===== src/rtl/packet_buffer_pkg.sv =====
// Shared types and helpers for the packet buffer drain side.
//   read_state_e : read controller FSM encoding (IDLE / STREAM)
//   next_lane()  : lane index increment with explicit wrap at n-1 -> 0,
//                  safe for lane counts that are not a power of two
package packet_buffer_pkg;

   typedef enum logic {
      READ_IDLE,
      READ_STREAM
   } read_state_e;

   function automatic int unsigned next_lane(input int unsigned idx,
                                             input int unsigned n);
      int unsigned nxt;
      nxt = idx + 1;
      if (nxt >= n) begin
         nxt = 0;
      end
      return nxt;
   endfunction

endpackage


===== src/rtl/packet_buffer_read_controller_rr_arbiter.sv =====
// Combinational round-robin arbiter.
//   req_i       : request vector, one bit per requester
//   start_i     : index to start the search from (highest priority)
//   grant_o     : first requesting index found from start_i upward, wrapping
//   any_grant_o : at least one request is set
module rr_arbiter #(
   parameter int unsigned N     = 4,
   parameter int unsigned IDX_W = 2
) (
   input  logic [N-1:0]     req_i,
   input  logic [IDX_W-1:0] start_i,
   output logic [IDX_W-1:0] grant_o,
   output logic             any_grant_o
);

   logic [IDX_W-1:0] idx;
   logic             found;

   always_comb begin
      idx     = start_i;
      found   = 1'b0;
      grant_o = '0;
      for (int unsigned k = 0; k < N; k++) begin
         if (!found && req_i[idx]) begin
            found   = 1'b1;
            grant_o = idx;
         end
         // explicit compare so non-power-of-two N wraps correctly
         idx = (idx == IDX_W'(N - 1)) ? '0 : idx + 1'b1;
      end
      any_grant_o = found;
   end

endmodule


===== src/rtl/packet_buffer_read_controller.sv =====
// Drain-side controller for the lane packet FIFOs. Counts complete packets per
// lane, grants one lane at a time (round-robin over lanes holding a packet) and
// holds the grant until that lane's last beat is accepted downstream.
//   clk_i, rst_ni     : clock, asynchronous active-low reset
//   lane_commit_i[i]  : write side finished a packet into lane i
//   lane_valid_i[i]   : lane FIFO output valid
//   lane_last_i[i]    : lane FIFO output last
//   lane_ready_o[i]   : pop qualifier back to lane FIFO i
//   out_ready_i       : downstream ready
//   out_valid_o       : downstream valid
//   out_last_o        : downstream last
//   lane_sel_o        : granted lane, drives the external data mux
//   lane_sel_valid_o  : a grant is active
//   overflow_err_o    : sticky, commit seen at a lane already holding the max
module packet_buffer_read_controller
   import packet_buffer_pkg::*;
#(
   parameter int unsigned NUM_LANES             = 4,
   parameter int unsigned LANE_SELECT_IDX_WIDTH = $clog2(NUM_LANES),
   parameter int unsigned MAX_PACKETS_PER_LANE  = 16
) (
   input  logic                             clk_i,
   input  logic                             rst_ni,
   input  logic [NUM_LANES-1:0]             lane_commit_i,
   input  logic [NUM_LANES-1:0]             lane_valid_i,
   input  logic [NUM_LANES-1:0]             lane_last_i,
   output logic [NUM_LANES-1:0]             lane_ready_o,
   input  logic                             out_ready_i,
   output logic                             out_valid_o,
   output logic                             out_last_o,
   output logic [LANE_SELECT_IDX_WIDTH-1:0] lane_sel_o,
   output logic                             lane_sel_valid_o,
   output logic                             overflow_err_o
);

   localparam int unsigned CNT_W = $clog2(MAX_PACKETS_PER_LANE + 1);
   localparam logic [CNT_W-1:0] CNT_MAX = CNT_W'(MAX_PACKETS_PER_LANE);

   read_state_e                      state_r, state_nxt;
   logic [LANE_SELECT_IDX_WIDTH-1:0] lane_sel_r, rr_ptr_r, arb_grant;
   logic                             arb_any;
   logic [NUM_LANES-1:0]             lane_req;
   logic [NUM_LANES-1:0]             lane_dec;
   logic [CNT_W-1:0]                 pkt_count_r [NUM_LANES];
   logic                             overflow_err_r;
   logic                             grant_load, accept_last;

   // Only lanes holding at least one complete packet may be granted.
   always_comb begin
      lane_req = '0;
      for (int unsigned i = 0; i < NUM_LANES; i++) begin
         lane_req[i] = (pkt_count_r[i] != '0);
      end
   end

   rr_arbiter #(
      .N     (NUM_LANES),
      .IDX_W (LANE_SELECT_IDX_WIDTH)
   ) u_rr_arbiter (
      .req_i       (lane_req),
      .start_i     (rr_ptr_r),
      .grant_o     (arb_grant),
      .any_grant_o (arb_any)
   );

   always_ff @(posedge clk_i or negedge rst_ni) begin
      if (!rst_ni) begin
         state_r    <= READ_IDLE;
         lane_sel_r <= '0;
         rr_ptr_r   <= '0;
      end else begin
         state_r <= state_nxt;
         if (grant_load) begin
            lane_sel_r <= arb_grant;
         end
         if (accept_last) begin
            rr_ptr_r <= LANE_SELECT_IDX_WIDTH'(next_lane(32'(lane_sel_r), NUM_LANES));
         end
      end
   end

   always_comb begin
      state_nxt    = state_r;
      grant_load   = 1'b0;
      accept_last  = 1'b0;
      out_valid_o  = 1'b0;
      out_last_o   = 1'b0;
      lane_ready_o = '0;
      lane_dec     = '0;
      case (state_r)
         READ_IDLE: begin
            if (arb_any) begin
               grant_load = 1'b1;
               state_nxt  = READ_STREAM;
            end
         end
         READ_STREAM: begin
            out_valid_o              = lane_valid_i[lane_sel_r];
            out_last_o               = lane_last_i[lane_sel_r];
            lane_ready_o[lane_sel_r] = out_ready_i;
            accept_last = lane_valid_i[lane_sel_r] & lane_last_i[lane_sel_r] & out_ready_i;
            if (accept_last) begin
               lane_dec[lane_sel_r] = 1'b1;
               state_nxt            = READ_IDLE;
            end
         end
         default: state_nxt = READ_IDLE;
      endcase
   end

   // Commit and drain on the same lane in one cycle cancel out. A commit at a
   // full lane is dropped from the count and latches the error.
   always_ff @(posedge clk_i or negedge rst_ni) begin
      if (!rst_ni) begin
         overflow_err_r <= 1'b0;
         for (int unsigned i = 0; i < NUM_LANES; i++) begin
            pkt_count_r[i] <= '0;
         end
      end else begin
         for (int unsigned i = 0; i < NUM_LANES; i++) begin
            if (lane_commit_i[i] && (pkt_count_r[i] == CNT_MAX)) begin
               overflow_err_r <= 1'b1;
            end
            if (lane_commit_i[i] && !lane_dec[i] && (pkt_count_r[i] != CNT_MAX)) begin
               pkt_count_r[i] <= pkt_count_r[i] + 1'b1;
            end else if (!lane_commit_i[i] && lane_dec[i]) begin
               pkt_count_r[i] <= pkt_count_r[i] - 1'b1;
            end
         end
      end
   end

   assign lane_sel_o       = lane_sel_r;
   assign lane_sel_valid_o = (state_r == READ_STREAM);
   assign overflow_err_o   = overflow_err_r;

endmodule


===== config.mk =====
export PLATFORM = sky130hd
export DESIGN_NAME = packet_buffer_read_controller
export DESIGN_NICKNAME = d
export VERILOG_FILES = /design/src/rtl/packet_buffer_pkg.sv /design/src/rtl/packet_buffer_read_controller_rr_arbiter.sv /design/src/rtl/packet_buffer_read_controller.sv
export SDC_FILE = /design/constraint.sdc
export NUM_CORES = 1
export LEC_CHECK = 0
export ABC_AREA = 1
export CAP_MARGIN = 10
export CORE_MARGIN = 4
export CORE_UTILIZATION = 63
export CTS_BUF_LIST = sky130_fd_sc_hd__clkbuf_2
export DETAILED_ROUTE_END_ITERATION = 8
export GPL_TIMING_DRIVEN = 1
export PLACE_DENSITY = 0.91
export RECOVER_POWER = 25
export SLEW_MARGIN = 20
export SYNTH_ARGS = -nofsm -noshare
export SYNTH_HDL_FRONTEND = slang
export SYNTH_SLANG_ARGS = --single-unit
export TNS_END_PERCENT = 1

===== constraint.sdc =====
create_clock -name clk_i -period 3.8 [get_ports clk_i]
set_input_delay 0.95 -clock clk_i [delete_from_list [all_inputs] [get_ports clk_i]]
set_output_delay 0.95 -clock clk_i [all_outputs]
set_load 0.02 [all_outputs]

==> results.toml <==
[power_and_ir_drop]
total_leakage_power_uw = 0.00123
p_total_uw = 2120
ir_worst_vdd_v = 0.000430
p_per_area_nw_per_um2 = 848

[global_route]
antenna_found_initial = 0
grt_overflow = 0
grt_usage = 0.250
grt_pass1_vias = 2029
grt_max_degree = 27
grt_pass1_wl_um = 8560

[clocking]
cts_buffer_depth = 2
cts_sinks = 26
cts_repair_resize_count = 0
cts_tree = "yes"
clk_pin_slew_worst_paths_ns = 0.27
clkLatencyLatePin_ns = 0.38
cts_setup_buffers = 0
root_buffer = "clkbuf_2"
ctsHoldBuffers = 0
htreeDepth = 1
cts_made_buffers = 3

[worst_setup_path]
r2r-start = "lane_sel_o[0]"
slowest_stage = "clkdlybuf4s50_1"
worstPathArrival_ns = 2.35
reg2regPathDepth = 15
critPathRequiredTime_ns = 2.85
critPathMaxFanout = 2
crit_path_end_kind = "primary output"
r2r-end = "pkt_count_r[9]"
cpPeakStageDelay_ns = 0.61
reg2reg_slack_ns = 1.13
crit_type = "in2out"
cp_cell_sequence = "clkdlybuf4s50_1, nand2_1, nand3_1, nand2_1, nor2_1, clkdlybuf4s50_1"
start_kind = "primary input"

[logic_synthesis]
syn_area_um2 = 2160
synth.distinct_cells = 29
ys_top_cells_by_area = "dfrtp_1 (30%), nand2_1 (12%), ha_1 (10%)"
syn_nets = 327
synth_top_area_share = 0.301
synth_area_leader_cell = "dfrtp_1"
synth_seq_cells = 26
netlist_instances = 290
ys_seq_area_frac = 0.301
syn_avg_cell_area_um2 = 7.44
yosys_warnings = 0

[layout]
final_common_cell = "nand2_1"
area_growth_pct = 16.1
diodes = 0
drive_above_1_share = 0.0813
nNetsFinal = 358
layout_common_cells = "nand2_1 (68), nand3_1 (39), inv_1 (35)"

[sta]
achievable-frequency_ghz = 0.303
slew_headroom = 0.0190
finalWorstSetupSlack_ns = 0.498
fin_crit_ns = 3.30
fin_setup_tns_ns = 0
fin_crit_sh = 0.869
slew_viol_final = 0
final-setup-viol-count = 0
rsz0062_at_grt = "false"
worst_pin_slew_ns = 1.47
finalHoldViolCount = 0
finalClockSkew_ns = 0.0116

[min_path]
min_to = "overflow_err_o"
holdCritStartpoint = "overflow_err_o"
hp-class = "reg2reg"
worstHoldPathCells = 1

[floorplan]
initial_core_util = 0.685
ios = 25
chipWidth_um = 66.5
die_y_um = 66.5
rows = 20
design.core.area_um2 = 3150
fp.dieArea_um2 = 4430

[place]
place_ws_ns = 0.441
place.port_buffers = 24
hpwl_um = 3810
place_congestion = 0.930

[detailed_routing]
m1WireLength_um = 2030
wl_um = 4860
ant_nets = 0
routed-wl-met2_um = 2540
post-route-drc-count = 0
first_pass_iters = 6
vias = 2036
wl_met3_um = 178
wire_per_inst_um = 13.4
top_layer = "met4"
first_iter_violations = 161
avgViaCountPerCell = 5.59

[flow_run]
drv_cap = 0

[run_status]
outcome = "finished clean"
routing by layer:
metal | vias to the layer above | global-route usage
met3 | 13 | 0.0287
met5 | - | 0
met2 | 55 | 0.445
met1 | 959 | 0.307
met4 | 0 | 0.0914
li1 | 1009 | -
final cells by class:
type | count | area, um2
tap | 44 | 55.1
inverter | 37 | 139
timing repair buffer | 27 | 259
sequential | 26 | 651
clock buffer | 3 | 15.0
fill | 223 | 647
multi-input combinational | 226 | 1360
clock inverter | 1 | 30.0
power by group:
group / switching [uW] / internal (uW) / total (uW) / leakage (uW)
registers: 165 / 413 / 578 / 0.000300
logic: 816 / 548 / 1360 / 0.000907
clock network: 92.0 / 90.5 / 182 / 0.0000266
total: 1070 / 1050 / 2120 / 0.00123
worst max-delay path, delay by kind of cell:
family / cells / cell delay, ns
buffers and inverters: 2 / 1.07
and+or+nand+nor: 4 / 0.33
flip-flops by register name (all words and copies together) (netlist names):
signal            cells
lane_sel_o            2
lane_sel_valid_o      1
overflow_err_o        1
pkt_count_r          20
rr_ptr_r              2
how the worst max path moves through the flow:
| stage | start | to | cells after the start |
|---|---|---|---|
| 2_1_floorplan | lane_last_i[1] | pkt_count_r[14] | 13 |
| 3_3_place_gp | out_ready_i | pkt_count_r[19] | 12 |
| 3_5_place_dp | out_ready_i | pkt_count_r[9] | 13 |
| 4_1_cts | lane_valid_i[1] | out_valid_o | 6 |
| 5_1_grt | lane_valid_i[1] | out_valid_o | 6 |
| 6_report | lane_valid_i[1] | out_valid_o | 6 |
cell families (layout without fill, tap and decap cells):
group,Yosys count,after routing,share of synthesized area
AO/OA/AOI/OAI,22,22,0.0551
XOR/XNOR,12,12,0.0487
adder cells (fa/ha/maj),22,22,0.141
buffers and inverters,38,68,0.0696
flip-flops,26,26,0.301
AND/OR/NAND/NOR,170,170,0.384
synth_stat cells, drive strengths merged:
cell type,count
or3,1
and2,1
inv,37
a21oi,14
a21boi,1
nand3,44
fa,4
nor3,1
or2,3
buf,1
xnor2,4
nor2,32
o21bai,1
xor2,8
nand2,75
nand4,13
ha,18
a31oi,1
o22ai,2
o21ai,3
dfrtp,26
through the flow:
| stage | util | cell area, um2 | cells | hold slack [ns] |
|---|---|---|---|---|
| after floorplan | - | 2160 | 290 | 0.462 |
| after global placement | 0.782 | 2460 | 360 | 0.476 |
| after detailed placement | 0.782 | 2460 | 360 | 0.467 |
| after CTS | 0.796 | 2510 | 364 | 0.538 |
| after global routing | 0.795 | 2510 | 364 | 0.582 |
| final | 0.795 | 2510 | 364 | 0.531 |
Note: power is estimated with default switching activity, not from simulation.
